## src/rtl/laser500_ram_arbiter.sv

```systemverilog
// Shares the single SDRAM port between ROM download, VTL video fetch and the Z80.
// Each access holds the port for ACC_CYCLES cycles, then pulses one ack in a DONE cycle.
module laser500_ram_arbiter #(
  parameter int ACC_CYCLES = 4,
  parameter int CPU_STARVE = 2,
  parameter int AW         = 25
) (
  input  logic          F14M,
  input  logic          RESET,
  input  logic          dio_req,
  input  logic [AW-1:0] dio_addr,
  input  logic [7:0]    dio_data,
  output logic          dio_ack,
  input  logic          vid_req,
  input  logic [AW-1:0] vid_addr,
  output logic          vid_ack,
  output logic [7:0]    vid_data,
  input  logic          cpu_req,
  input  logic          cpu_we,
  input  logic [AW-1:0] cpu_addr,
  input  logic [7:0]    cpu_wdata,
  output logic          cpu_ack,
  output logic [7:0]    cpu_rdata,
  output logic          cpu_wait_n,
  output logic [AW-1:0] ram_addr,
  output logic [7:0]    ram_din,
  output logic          ram_we,
  output logic          ram_oe,
  input  logic [7:0]    ram_dout
);

  localparam int CW = $clog2(ACC_CYCLES + 1);
  localparam int SW = $clog2(CPU_STARVE + 1);

  typedef enum logic [1:0] {IDLE, ACCESS, DONE} state_t;
  typedef enum logic [1:0] {G_DIO, G_VID, G_CPU} grant_t;

  state_t        state;
  grant_t        grant;
  grant_t        grant_sel;
  logic [CW-1:0] cnt;
  logic [SW-1:0] starve_cnt;

  // dio always wins; the CPU overtakes video once it has been starved long enough
  always_comb begin
    grant_sel = G_VID;
    if (dio_req)
      grant_sel = G_DIO;
    else if (cpu_req && (starve_cnt == SW'(CPU_STARVE) || !vid_req))
      grant_sel = G_CPU;
  end

  // RESET forces the Z80 out of wait even while its request is still asserted
  assign cpu_wait_n = RESET | ~(cpu_req & ~cpu_ack);

  always_ff @(posedge F14M or posedge RESET) begin
    if (RESET) begin
      state      <= IDLE;
      grant      <= G_DIO;
      cnt        <= '0;
      starve_cnt <= '0;
      dio_ack    <= 1'b0;
      vid_ack    <= 1'b0;
      cpu_ack    <= 1'b0;
      vid_data   <= 8'h00;
      cpu_rdata  <= 8'h00;
      ram_addr   <= '0;
      ram_din    <= 8'h00;
      ram_we     <= 1'b0;
      ram_oe     <= 1'b0;
    end else begin
      dio_ack <= 1'b0;
      vid_ack <= 1'b0;
      cpu_ack <= 1'b0;
      if (!cpu_req)
        starve_cnt <= '0;

      case (state)
        IDLE: begin
          if (dio_req || vid_req || cpu_req) begin
            grant  <= grant_sel;
            ram_oe <= 1'b1;
            cnt    <= CW'(ACC_CYCLES - 1);
            state  <= ACCESS;
            case (grant_sel)
              G_DIO: begin
                ram_addr <= dio_addr;
                ram_din  <= dio_data;
                ram_we   <= 1'b1;
              end
              G_CPU: begin
                ram_addr   <= cpu_addr;
                ram_din    <= cpu_wdata;
                ram_we     <= cpu_we;
                starve_cnt <= '0;
              end
              default: begin
                ram_addr <= vid_addr;
                ram_din  <= 8'h00;
                ram_we   <= 1'b0;
                if (cpu_req && starve_cnt != SW'(CPU_STARVE))
                  starve_cnt <= starve_cnt + 1'b1;
              end
            endcase
          end
        end

        ACCESS: begin
          if (cnt == '0) begin
            state  <= DONE;
            ram_oe <= 1'b0;
            ram_we <= 1'b0;
            // ram_we is still the latched direction here, so writes skip the capture
            case (grant)
              G_DIO: dio_ack <= 1'b1;
              G_CPU: begin
                cpu_ack <= 1'b1;
                if (!ram_we)
                  cpu_rdata <= ram_dout;
              end
              default: begin
                vid_ack  <= 1'b1;
                vid_data <= ram_dout;
              end
            endcase
          end else begin
            cnt <= cnt - 1'b1;
          end
        end

        default: state <= IDLE;
      endcase
    end
  end

endmodule
```

## config.mk

```make
export PLATFORM = sky130hd
export DESIGN_NAME = laser500_ram_arbiter
export DESIGN_NICKNAME = d
export VERILOG_FILES = /design/src/rtl/laser500_ram_arbiter.sv
export SDC_FILE = /design/constraint.sdc
export NUM_CORES = 1
export LEC_CHECK = 0
export ABC_CLOCK_PERIOD_IN_PS = 3000
export BUFFER_PORTS_ARGS = -buffer_cell sky130_fd_sc_hd__buf_2
export CAP_MARGIN = 20
export CORE_MARGIN = 3
export CORE_UTILIZATION = 45
export CTS_CLUSTER_SIZE = 16
export DETAILED_ROUTE_END_ITERATION = 16
export PLACE_DENSITY = 0.88
export SLEW_MARGIN = 20
export SYNTH_ARGS = -nofsm -noshare
export SYNTH_HDL_FRONTEND = slang
export SYNTH_SLANG_ARGS = --single-unit
export TNS_END_PERCENT = 30
```

## constraint.sdc

```tcl
create_clock -name F14M -period 3 [get_ports F14M]
set_clock_uncertainty 0.2 [all_clocks]
set_input_delay 0.6 -clock F14M [delete_from_list [all_inputs] [get_ports F14M]]
set_output_delay 0.6 -clock F14M [all_outputs]
set_load 0.005 [all_outputs]
```

# ---- After elaboration in Yosys (flattened, before gate mapping)
# Cells that the tools add are included.
dict set report word_totals {
  reg_bits 63
  inputBits 105
  out_inout_bits 55
  elab_cells 77
}
dict set report op_classes {
  addsub 2
  n_eq_ne 8
  n_mux 30
  n_bitwise 6
  n_reduce_logical 18
}
# op count
set ops {}
lappend ops {{case mux 25 bit (2 select lines)} 1}
lappend ops {{2-to-1 mux 2 bit} 8}
lappend ops {{case mux 8 bit (2 select lines)} 1}
lappend ops {{2-to-1 mux 1 bit} 12}
lappend ops {{AND reduction 3 bit} 3}
lappend ops {{inequality test 2 bit (second input constant)} 4}
lappend ops {{case mux 2 bit (2 select lines)} 2}
lappend ops {{== test 2 bit (second input constant)} 3}
lappend ops {{logical NOT 2 bit} 3}
lappend ops {{2-to-1 mux 3 bit} 2}
lappend ops {{case mux 1 bit (2 select lines)} 3}
lappend ops {{case mux 3 bit (2 select lines)} 1}
lappend ops {{NOT 1 bit} 4}
lappend ops {{AND reduction 2 bit} 2}
lappend ops {{AND reduction 4 bit} 1}
lappend ops {{logical NOT 3 bit} 1}
lappend ops {{logical OR 1 bit} 3}
lappend ops {{subtractor 3 x 1 -> 3 bit (second input constant)} 1}
lappend ops {{adder 2 x 1 -> 2 bit (second input constant)} 1}
lappend ops {{== test 2 x 1 -> 1 bit (second input constant)} 1}
lappend ops {{logical AND 1 bit} 2}
lappend ops {{nonzero test 2 bit} 1}
lappend ops {{OR reduction 2 bit} 1}
lappend ops {{bitwise AND 1 bit} 1}
lappend ops {{2 further kinds} 2}

# ---- Logic depth before layout (Yosys ltp)
# Gate-level depths: netlist (run 1).
dict set report depth {
  ltp_word 9
  mapped_depth 7
}

# ---- Least setup slack after synthesis (run 1)
# Ideal clock, no wire load.
dict set report synth_path {
  path_kind {reg-to-reg}
  from {register cnt[0]}
  to {register cpu_rdata[0]}
  setup_time_ns 0.125
  arrival_time_ns 1.588
  required_ns 2.675
  slack_ns 1.087
  path_stages_with_launch 6
  period_less_slack_ns 1.913
  path_cell_list {dfrtp_1 -> inv_1 -> ha_1 -> nand3b_4 -> nor4b_4 -> mux2_2}
}
dict set report synth_between {
  elab_chain_cells 2
}
# item line_no
set synth_rtl {}
lappend synth_rtl {{start, declared} 41} ;# logic [CW-1:0] cnt;
lappend synth_rtl {{start signal, assigned} 83} ;# cnt <= CW'(ACC_CYCLES - 1);
lappend synth_rtl {{start signal, assigned} 127} ;# cnt <= cnt - 1'b1;
lappend synth_rtl {{logical NOT 3 bit} 109} ;# if (cnt == '0) begin
lappend synth_rtl {{AND reduction 4 bit (no source line)} n/a}
lappend synth_rtl {{end signal, assigned} 119} ;# cpu_rdata <= ram_dout;
lappend synth_rtl {{end, declared} 23} ;# output logic [7:0] cpu_rdata,
# Every way passes these cells.
# A chain may end at the register's enable or synchronous reset.

# ---- Final worst setup path (run 1)
dict set report layout_path {
  from {register starve_cnt[0]}
  to {register ram_addr[16]}
}
dict set report layout_between {
  elab_chain_cells 7
  word_cells_on_any_way 8
  cone_classes {eq/ne: 2; mux: 3; reduce/logical: 3}
}
# item line_no
set layout_rtl {}
lappend layout_rtl {{start, declared} 42} ;# logic [SW-1:0] starve_cnt;
lappend layout_rtl {{start signal, assigned} 102} ;# starve_cnt <= starve_cnt + 1'b1;
lappend layout_rtl {{== test 2 bit (*)} 49} ;# else if (cpu_req && (starve_cnt == SW'(CPU_STARVE) || !vid_req))
lappend layout_rtl {{logical OR 1 bit (*)} 49}
lappend layout_rtl {{logical AND 1 bit (*)} 49}
lappend layout_rtl {{2-to-1 mux 2 bit (*)} 49}
lappend layout_rtl {{2-to-1 mux 2 bit (*)} 47} ;# if (dio_req)
lappend layout_rtl {{== test 2 bit / logical NOT 2 bit (equally long branches)} 85} ;# case (grant_sel)
lappend layout_rtl {{case mux 25 bit (2 select lines) (*)} 85}
lappend layout_rtl {{end signal, assigned} 87} ;# ram_addr <= dio_addr;
lappend layout_rtl {{end signal, assigned} 92} ;# ram_addr <= cpu_addr;
lappend layout_rtl {{end signal, assigned} 98} ;# ram_addr <= vid_addr;
lappend layout_rtl {{end, declared} 25} ;# output logic [AW-1:0] ram_addr,
# Every way passes the cells marked *; elsewhere a longest branch is shown, timed or not.

==> impl_metrics.ini, run 1 <==
[timing]
setup_viol = 0
rsz0062_at_grt = no
hold_viol = 0
slew_viol_final = 0
max_freq_ghz = 0.440
setup_tns_ns = 0
fin_crit_ns = 2.27
min_period_over_period_pct = 75.8
timing.slew.headroom_pct = 55.0
tightest_slew_ns = 0.673

[final_layout]
antennaDiodeCount = 0
final_util_pct = 66.3
drive_gt1_share_pct = 45.4
fin_nets = 547
area.growth.synth_to_final_pct = 37.7

[worst_setup_path]
required_ns = 3.05
r2r-end = ram_addr[16]$_DFFE_PP0P_
path_delay_family = simple AND/OR/NAND/NOR gates
r2r_setup_slack_ns = 0.73
slowest_delay_ns = 0.45
r2r_cells = 7
crit_path_start_kind = register
cp_cell_sequence = inv_1 -> ha_1 -> nand2b_1 -> nand2_1 -> buf_12 -> nor2_1 -> o2bb2ai_1
worstSetupPathType = reg2reg
crit_slowest_cell = nor2_1
critPathBufInv = 2
crit_fanout = 15
critPathArrivalTime_ns = 2.33
critPathCaptureType = register
rr_startpoint = starve_cnt[0]$_DFF_PP0_

[power]
p_per_area_nw_per_um2 = 837
p_leak_nw = 2.15
irDropWorstVdd_uv = 457
p_total_w = 0.00342

[drt]
firstDrtPassIters = 4
viasPerCell = 5.31
drtIter0Drc = 131
postRouteAntennaNets = 0
drc = 0
wl_mm = 7.78
num_vias = 2750
wl_per_cell_um = 15.0

[logic_synthesis]
ys_seq_area_share_pct = 53.1
synth_enable_flop_cells = 0
synth.most_common_cell = dfrtp_1
ys_top_cells_by_count = dfrtp_1, nand2_1, nand3_1
synth.distinct_cells = 32
yosys-top-cells-area = dfrtp_1, mux2i_1, mux2_2, o211ai_1, nand2_1
syn_nets = 387
synth_top_area_share_pct = 53.1
yosysTopAreaCell = dfrtp_1
synth-main-ff-cell = dfrtp_1
synth.avg_cell_area_um2 = 10.6
synth_area_um2 = 2970
yosys_warnings = 0
syn_inst = 279
synth_seq_cells = 63
synth-async-reset-ratio_pct = 100

[grt]
grt_pass1_vias = 2771
antenna_found_initial = 0
grt_pass1_wl_mm = 12.5
grt_max_degree = 41
track_usage_pct = 20.9
grt-ovfl-total = 0

[clock_network]
post-cts-setup-buffer-count = 0
cts_tree = yes
cts_buffer_depth = 2
clk_latency_ns = 0.33
h-tree-depth = 3
clk_root_buffer_cell = clkbuf_8
hold_buffers = 0
numCtsBuffers = 9
clk_pin_slew_ns = 0.07
cts_repair_resize_count = 0
clkSinkCount = 63

[placement]
gp_congestion = 0.746
io_buffer_count = 159
dp_hpwl_mm = 5.95

[die]
pin_count = 160
die_h_um = 87.2
die_area_um2 = 7610
fp.dieW_um = 87.2
initial_core_util_pct = 48.2
core_area_um2 = 6170
fp-row-count = 28

[min_path]
worstHoldPathType = in2async

[run]
maxCapViolations = 0

[outcome]
status = completed
==> cells in the final DEF, fill, tap and decap left out, drive strengths merged <==
cell,n
nor2b,3
clkbuf,11
or3,2
o21a,1
bufinv,2
nor3,5
and2b,1
o2bb2ai,5
nand3,24
nor3b,1
o211ai,20
a22oi,1
nor4b,1
a31oi,8
a21oi,4
nand3b,9
buf,166
mux2,16
a221oi,5
nor2,17
o41ai,1
a21o,1
mux2i,20
nand2b,3
dfrtp,63
inv,7
o21ai,3
nand2,37
and2,1
clkinv,2
ha,3
==> sequential cells by signal (all words and copies together) (netlist names) <==
| name | cells |
|---|---|
| ram_addr | 25 |
| cpu_rdata | 8 |
| ram_din | 8 |
| vid_data | 8 |
| cnt | 3 |
| grant | 2 |
| starve_cnt | 2 |
| state | 2 |
| cpu_ack | 1 |
| dio_ack | 1 |
| ram_oe | 1 |
| ram_we | 1 |
| vid_ack | 1 |
==> routing by layer <==
| metal | global-route usage, % | wire length [um] | share of wire [%] |
|---|---|---|---|
| met4 | 9.07 | 129 | 1.7 |
| met2 | 37.3 | 4060 | 52 |
| met1 | 24.5 | 3050 | 39 |
| met5 | 0 | 0 | 0 |
| met3 | 3.41 | 540 | 6.9 |
==> power breakdown <==
part | internal [W] | switching (W)
Combinational | 0.000611 | 0.000600
Sequential | 0.00121 | 0.000207
Clock | 0.000483 | 0.000307
Total | 0.00231 | 0.00111
==> cell families after synthesis <==
kind of cell | after synthesis | share of synthesized area, %
simple gates | 104 | 17.8
flops | 63 | 53.1
compound gates | 49 | 11.9
mux | 36 | 12.8
buf+inv | 24 | 3.12
fa+ha+maj | 3 | 1.26
==> metrics by stage <==
step | std cells | worst slack (ns) | instance area (um^2) | hold WS [ns]
2_1_floorplan | 279 | 0.630 | 2970 | 0.249
3_3_place_gp | 503 | 0.636 | 3880 | 0.265
3_5_place_dp | 503 | 0.494 | 3880 | 0.281
4_1_cts | 518 | 0.720 | 4090 | 0.125
5_1_grt | 518 | 0.568 | 4090 | 0.151
6_report | 518 | 0.727 | 4090 | 0.115
==> final cells by class <==
| type | instances | area, um^2 |
|---|---|---|
| Fill cell | 509 | 2080 |
| Sequential cell | 63 | 1580 |
| Multi-Input combinational cell | 192 | 1310 |
| Timing Repair Buffer | 166 | 873 |
| Clock buffer | 11 | 141 |
| Tap cell | 75 | 93.8 |
| Clock inverter | 4 | 70.1 |
| Inverter | 7 | 26.3 |
==> how the worst max path moves through the flow <==
stage	depth (start not counted)	slack, ns	endpoint	start
after global routing	7	0.57	ram_addr[16]$_DFFE_PP0P_	starve_cnt[0]$_DFF_PP0_
after global placement	6	0.64	ram_addr[2]$_DFFE_PP0P_	dio_req
after CTS	7	0.72	ram_addr[16]$_DFFE_PP0P_	starve_cnt[0]$_DFF_PP0_
after floorplan	1	0.63	cnt[0]$_DFFE_PP0P_	RESET
after detailed placement	6	0.49	ram_addr[16]$_DFFE_PP0P_	dio_req
final	7	0.73	ram_addr[16]$_DFFE_PP0P_	starve_cnt[0]$_DFF_PP0_
Note: power is estimated with default switching activity, not from simulation.
==> run 2: changes to the inputs <==
--- a/config.mk
+++ b/config.mk
@@ -5,7 +5,7 @@
 export SDC_FILE = /design/constraint.sdc
 export NUM_CORES = 1
 export LEC_CHECK = 0
-export ABC_CLOCK_PERIOD_IN_PS = 3000
+export ABC_CLOCK_PERIOD_IN_PS = 2200
 export BUFFER_PORTS_ARGS = -buffer_cell sky130_fd_sc_hd__buf_2
 export CAP_MARGIN = 20
 export CORE_MARGIN = 3
==> constraint.sdc (replaced) <==
create_clock -name F14M -period 2.2 [get_ports F14M]
set_clock_uncertainty 0.2 [all_clocks]
set_input_delay 0.44 -clock F14M [delete_from_list [all_inputs] [get_ports F14M]]
set_output_delay 0.44 -clock F14M [all_outputs]
set_load 0.005 [all_outputs]
==> impl_metrics.ini, run 2 (synthesized netlist as in run 1, its figures left out) <==
[min_path]
min_from = cpu_addr[5]
worstHoldPathType = in2reg
hold_path_end = ram_addr[5]$_DFFE_PP0P_
worstHoldPathCells = 2

[drt]
num_vias = 2755
viasPerCell = 5.27
firstDrtPassIters = 4
wl_per_cell_um = 15.4
drtIter0Drc = 106
wl_mm = 8.07
postRouteAntennaNets = 0
drc = 0

[die]
fp.dieW_um = 87.2
core_area_um2 = 6170
fp-row-count = 28
die_area_um2 = 7610
die_h_um = 87.2
initial_core_util_pct = 48.2
pin_count = 160

[power]
irDropWorstVdd_uv = 726
p_per_area_nw_per_um2 = 1130
p_leak_nw = 2.17
p_total_w = 0.00471

[grt]
grt-ovfl-total = 0
grt_pass1_wl_mm = 13.1
antenna_found_initial = 0
grt_pass1_vias = 2883
track_usage_pct = 22.2
grt_max_degree = 43

[worst_setup_path]
crit_fanout = 2
rr_startpoint = cnt[0]$_DFFE_PP0P_
critPathArrivalTime_ns = 1.40
crit_path_start_kind = primary input
critPathCaptureType = output pin
required_ns = 1.56
r2r_cells = 6
r2r-end = cpu_rdata[2]$_DFFE_PP0P_
worstSetupPathType = in2out
r2r_setup_slack_ns = 0.21

[clock_network]
numCtsBuffers = 9
clk_pin_slew_ns = 0.06
clk_root_buffer_cell = clkbuf_8
h-tree-depth = 3
cts_tree = yes
cts_buffer_depth = 2
clkSinkCount = 63
clk_latency_ns = 0.33

[final_layout]
regArea_um2 = 1580
nFillCells = 512
largest_reg_flops = 25
final_cell_mix = buf_2, dfrtp_1, nand2_1
area.growth.synth_to_final_pct = 40.0
drive_gt1_share_pct = 45.5
multi_input_area_um2 = 1310
final_common_cell = buf_2
top_register = ram_addr
antennaDiodeCount = 0
fin_nets = 552

[timing]
fin_crit_ns = 2.04
fin_ws_ns = 0.158
min_period_over_period_pct = 92.8
max_freq_ghz = 0.490
slew_viol_final = 0
timing.slew.headroom_pct = 64.0
rsz0062_at_grt = no
setup_viol = 0
setup_tns_ns = 0
hold_viol = 0
tightest_slew_ns = 0.533

[placement]
gp_congestion = 0.768
io_buffer_count = 159
dp_hpwl_mm = 6.24
post-place-ws_ns = 0.150

[run]
maxCapViolations = 0

[outcome]
status = completed
run 2: cell count changes in the layout (fill, tap and decap cells not counted), sizes merged:
cell / before / now
dlygate4sd3: 0 / 1
clkinv: 2 / 0
buf: 166 / 170
clkinvlp: 0 / 2
clkbuf: 11 / 12
inv: 7 / 6
run 2: area by class of cell:
| cell class | count | area share [%] |
|---|---|---|
| Clock inverter | 3 | 1.62 |
| Multi-Input combinational cell | 192 | 31.4 |
| Inverter | 7 | 0.722 |
| Sequential cell | 63 | 37.9 |
| Timing Repair Buffer | 171 | 22.6 |
| Clock buffer | 12 | 3.49 |
| Tap cell | 75 | 2.26 |
run 2: power by group:
| group | switching, W | internal [W] | total, W | leakage, nW |
|---|---|---|---|---|
| Sequential | 0.000288 | 0.00165 | 0.00194 | 0.773 |
| Combinational | 0.000838 | 0.000862 | 0.00170 | 1.30 |
| Clock | 0.000409 | 0.000664 | 0.00107 | 0.103 |
| Total | 0.00153 | 0.00318 | 0.00471 | 2.17 |
run 2: layer usage:
| metal | share of wire (%) | vias up | GRT usage (%) |
|---|---|---|---|
| li1 | - | 1327 | - |
| met1 | 38 | 1301 | 25.2 |
| met2 | 52 | 109 | 38.8 |
| met3 | 7.0 | 18 | 4.64 |
| met4 | 2.8 | 0 | 11.6 |
| met5 | 0 | - | 0 |
run 2: worst max-delay path by stage:
stage                       start                        to  slack [ns]  depth (start not counted)
2_1_floorplan  cnt[0]$_DFFE_PP0P_  cpu_rdata[0]$_DFFE_PP0P_        0.29                          5
3_3_place_gp              dio_req        cnt[1]$_DFFE_PP0P_        0.21                          5
3_5_place_dp              dio_req   ram_addr[6]$_DFFE_PP0P_        0.15                          5
4_1_cts                     RESET                cpu_wait_n        0.18                          5
5_1_grt        cnt[0]$_DFFE_PP0P_  cpu_rdata[0]$_DFFE_PP0P_        0.12                          6
6_report                    RESET                cpu_wait_n        0.16                          5
run 2: worst max-delay path, cell delays in order:
cell and delay, ns:
dlygate4sd3_1 0.55, buf_2 0.14, nor2_1 0.09, nand2_1 0.06, buf_2 0.12
run 2: metrics by stage:
stage / std cells / cell area, um^2 / util [%] / hold slack, ns
6_report: 523 / 4160 / 67.5 / 0.136
5_1_grt: 523 / 4160 / 67.5 / 0.112
4_1_cts: 523 / 4160 / 67.5 / 0.113
3_5_place_dp: 507 / 3940 / 63.8 / 0.279
3_3_place_gp: 507 / 3940 / 63.8 / 0.266
2_1_floorplan: 279 / 2970 / - / 0.249
run 2: timing repair:
action	CTS	global route
hold buffers	1	0
buffers inserted	0	0
endpoints found under the hold margin	23	0
gates resized for setup	0	0
==> run 3: changes to the inputs <==
--- a/config.mk
+++ b/config.mk
@@ -8,7 +8,6 @@
 export ABC_CLOCK_PERIOD_IN_PS = 2200
 export BUFFER_PORTS_ARGS = -buffer_cell sky130_fd_sc_hd__buf_2
 export CAP_MARGIN = 20
-export CORE_MARGIN = 3
 export CORE_UTILIZATION = 45
 export CTS_CLUSTER_SIZE = 16
 export DETAILED_ROUTE_END_ITERATION = 16
==> impl_metrics.ini, run 3 (synthesized netlist as in run 1, its figures left out) <==
[outcome]
status = complete, but fails checks
failed_checks = hold timing

[drt]
postRouteAntennaNets = 0
viasPerCell = 5.40
drc = 0
num_vias = 2838
drtIter0Drc = 146
firstDrtPassIters = 4
wl_per_cell_um = 14.9
wl_mm = 7.86

[final_layout]
largest_reg_flops = 25
area.growth.synth_to_final_pct = 41.1
multi_input_area_um2 = 1310
regArea_um2 = 1580
drive_gt1_share_pct = 46.3
nFillCells = 490
final_util_pct = 66.0
fin_nets = 552
top_register = ram_addr
final_common_cell = buf_2
antennaDiodeCount = 0
final_cell_mix = buf_2, dfrtp_1, nand2_1

[clock_network]
clk_root_buffer_cell = clkbuf_8
cts_buffer_depth = 2
cts_repair_resize_count = 0
cts_tree = yes
numCtsBuffers = 9
clkSinkCount = 63
hold_buffers = 0
h-tree-depth = 3
clk_latency_ns = 0.32
post-cts-setup-buffer-count = 0
clk_pin_slew_ns = 0.08

[grt]
grt_pass1_vias = 2852
antenna_found_initial = 0
grt_pass1_wl_mm = 12.9
grt-ovfl-total = 0
grt_max_degree = 41
track_usage_pct = 23.3

[power]
irDropWorstVdd_uv = 756
p_leak_nw = 2.19
swShare_pct = 32.7
clock_power_share_pct = 25.2
seq_power_share_pct = 39.6
internal-power_w = 0.00328
p_sw_w = 0.00160
pwr-share-comb_pct = 35.1
p_per_area_nw_per_um2 = 1160

[worst_setup_path]
r2r_cells = 6
crit_slowest_cell = dfrtp_1
cp_cell_sequence = inv_1 -> ha_1 -> nand3b_4 -> nor4b_4 -> buf_4 -> mux2_2
required_ns = 2.22
crit_fanout = 8
slowest_delay_ns = 0.39
crit_path_start_kind = register
critPathCaptureType = register
worstSetupPathType = reg2reg
critPathArrivalTime_ns = 2.01
r2r_setup_slack_ns = 0.21

[run]
maxCapViolations = 0

[placement]
dp_hpwl_mm = 5.87
io_buffer_count = 159
gp_congestion = 0.799

[die]
pin_count = 160
fp-row-count = 29
die_area_um2 = 6930
initial_core_util_pct = 46.8
fp.dieW_um = 83.2
die_h_um = 83.2
core_area_um2 = 6350

[timing]
setup_tns_ns = 0
slew_viol_final = 0
timing.slew.headroom_pct = 58.6
min_period_over_period_pct = 90.3
tightest_slew_ns = 0.619
whs_ns = -0.000955
hold_viol = 3
rsz0062_at_grt = no
setup_viol = 0
fin_crit_ns = 1.99
max_freq_ghz = 0.503

[min_path]
worstHoldPathType = in2async
==> run 3: critical path, delay by kind of cell, from the launching register on <==
family        cells  cell delay (ns)
flops             1             0.39
simple gates      2             0.35
mux               1             0.35
buf+inv           2             0.32
fa+ha+maj         1             0.26
==> run 3: path summary, 6_finish.rpt <==
check / startpoint / end
min in group F14M: cpu_addr[22] / ram_addr[22]$_DFFE_PP0P_
hold / removal: RESET / dio_ack$_DFF_PP0_
hold reg to reg: ram_oe$_DFFE_PP0P_ / ram_oe$_DFFE_PP0P_
setup / recovery: cnt[0]$_DFFE_PP0P_ / cpu_rdata[3]$_DFFE_PP0P_
setup reg to reg: cnt[0]$_DFFE_PP0P_ / cpu_rdata[3]$_DFFE_PP0P_
max in group asynchronous: RESET / ram_addr[11]$_DFFE_PP0P_
==> run 3: through the flow <==
stage,area [um^2],power (W),setup slack [ns],cells
2_1_floorplan,2970,0.00284,0.287,279
3_3_place_gp,3950,0.00357,0.144,510
3_5_place_dp,3950,0.00368,0.0450,510
4_1_cts,4190,0.00491,0.200,526
5_1_grt,4190,0.00520,0.110,526
6_report,4190,0.00488,0.212,526
==> run 3: layout make-up <==
type	instances	share of cell area, %
sequential	63	37.6
multi-input combinational	192	31.2
timing repair buffer	171	22.3
clock buffer	9	2.96
clock inverter	7	2.87
tap	77	2.30
inverter	7	0.717
==> run 3: per-layer routing <==
layer | vias up | track usage, % | share of wire [%] | wire (um)
met5 | - | 0 | 0 | 0
met4 | 0 | 12.4 | 2.6 | 203
met3 | 20 | 4.17 | 5.4 | 425
met2 | 112 | 38.6 | 51 | 4010
met1 | 1371 | 28.9 | 41 | 3220
li1 | 1335 | - | - | -
==> run 3: power by group through the flow <==
stage | Combinational [W] | Sequential, W | Clock (W)
floorplan | 0.000873 | 0.00197 | 0
global placement | 0.00164 | 0.00193 | 0
detailed placement | 0.00173 | 0.00195 | 0
CTS | 0.00173 | 0.00193 | 0.00124
global route | 0.00191 | 0.00200 | 0.00129
finish | 0.00171 | 0.00193 | 0.00123
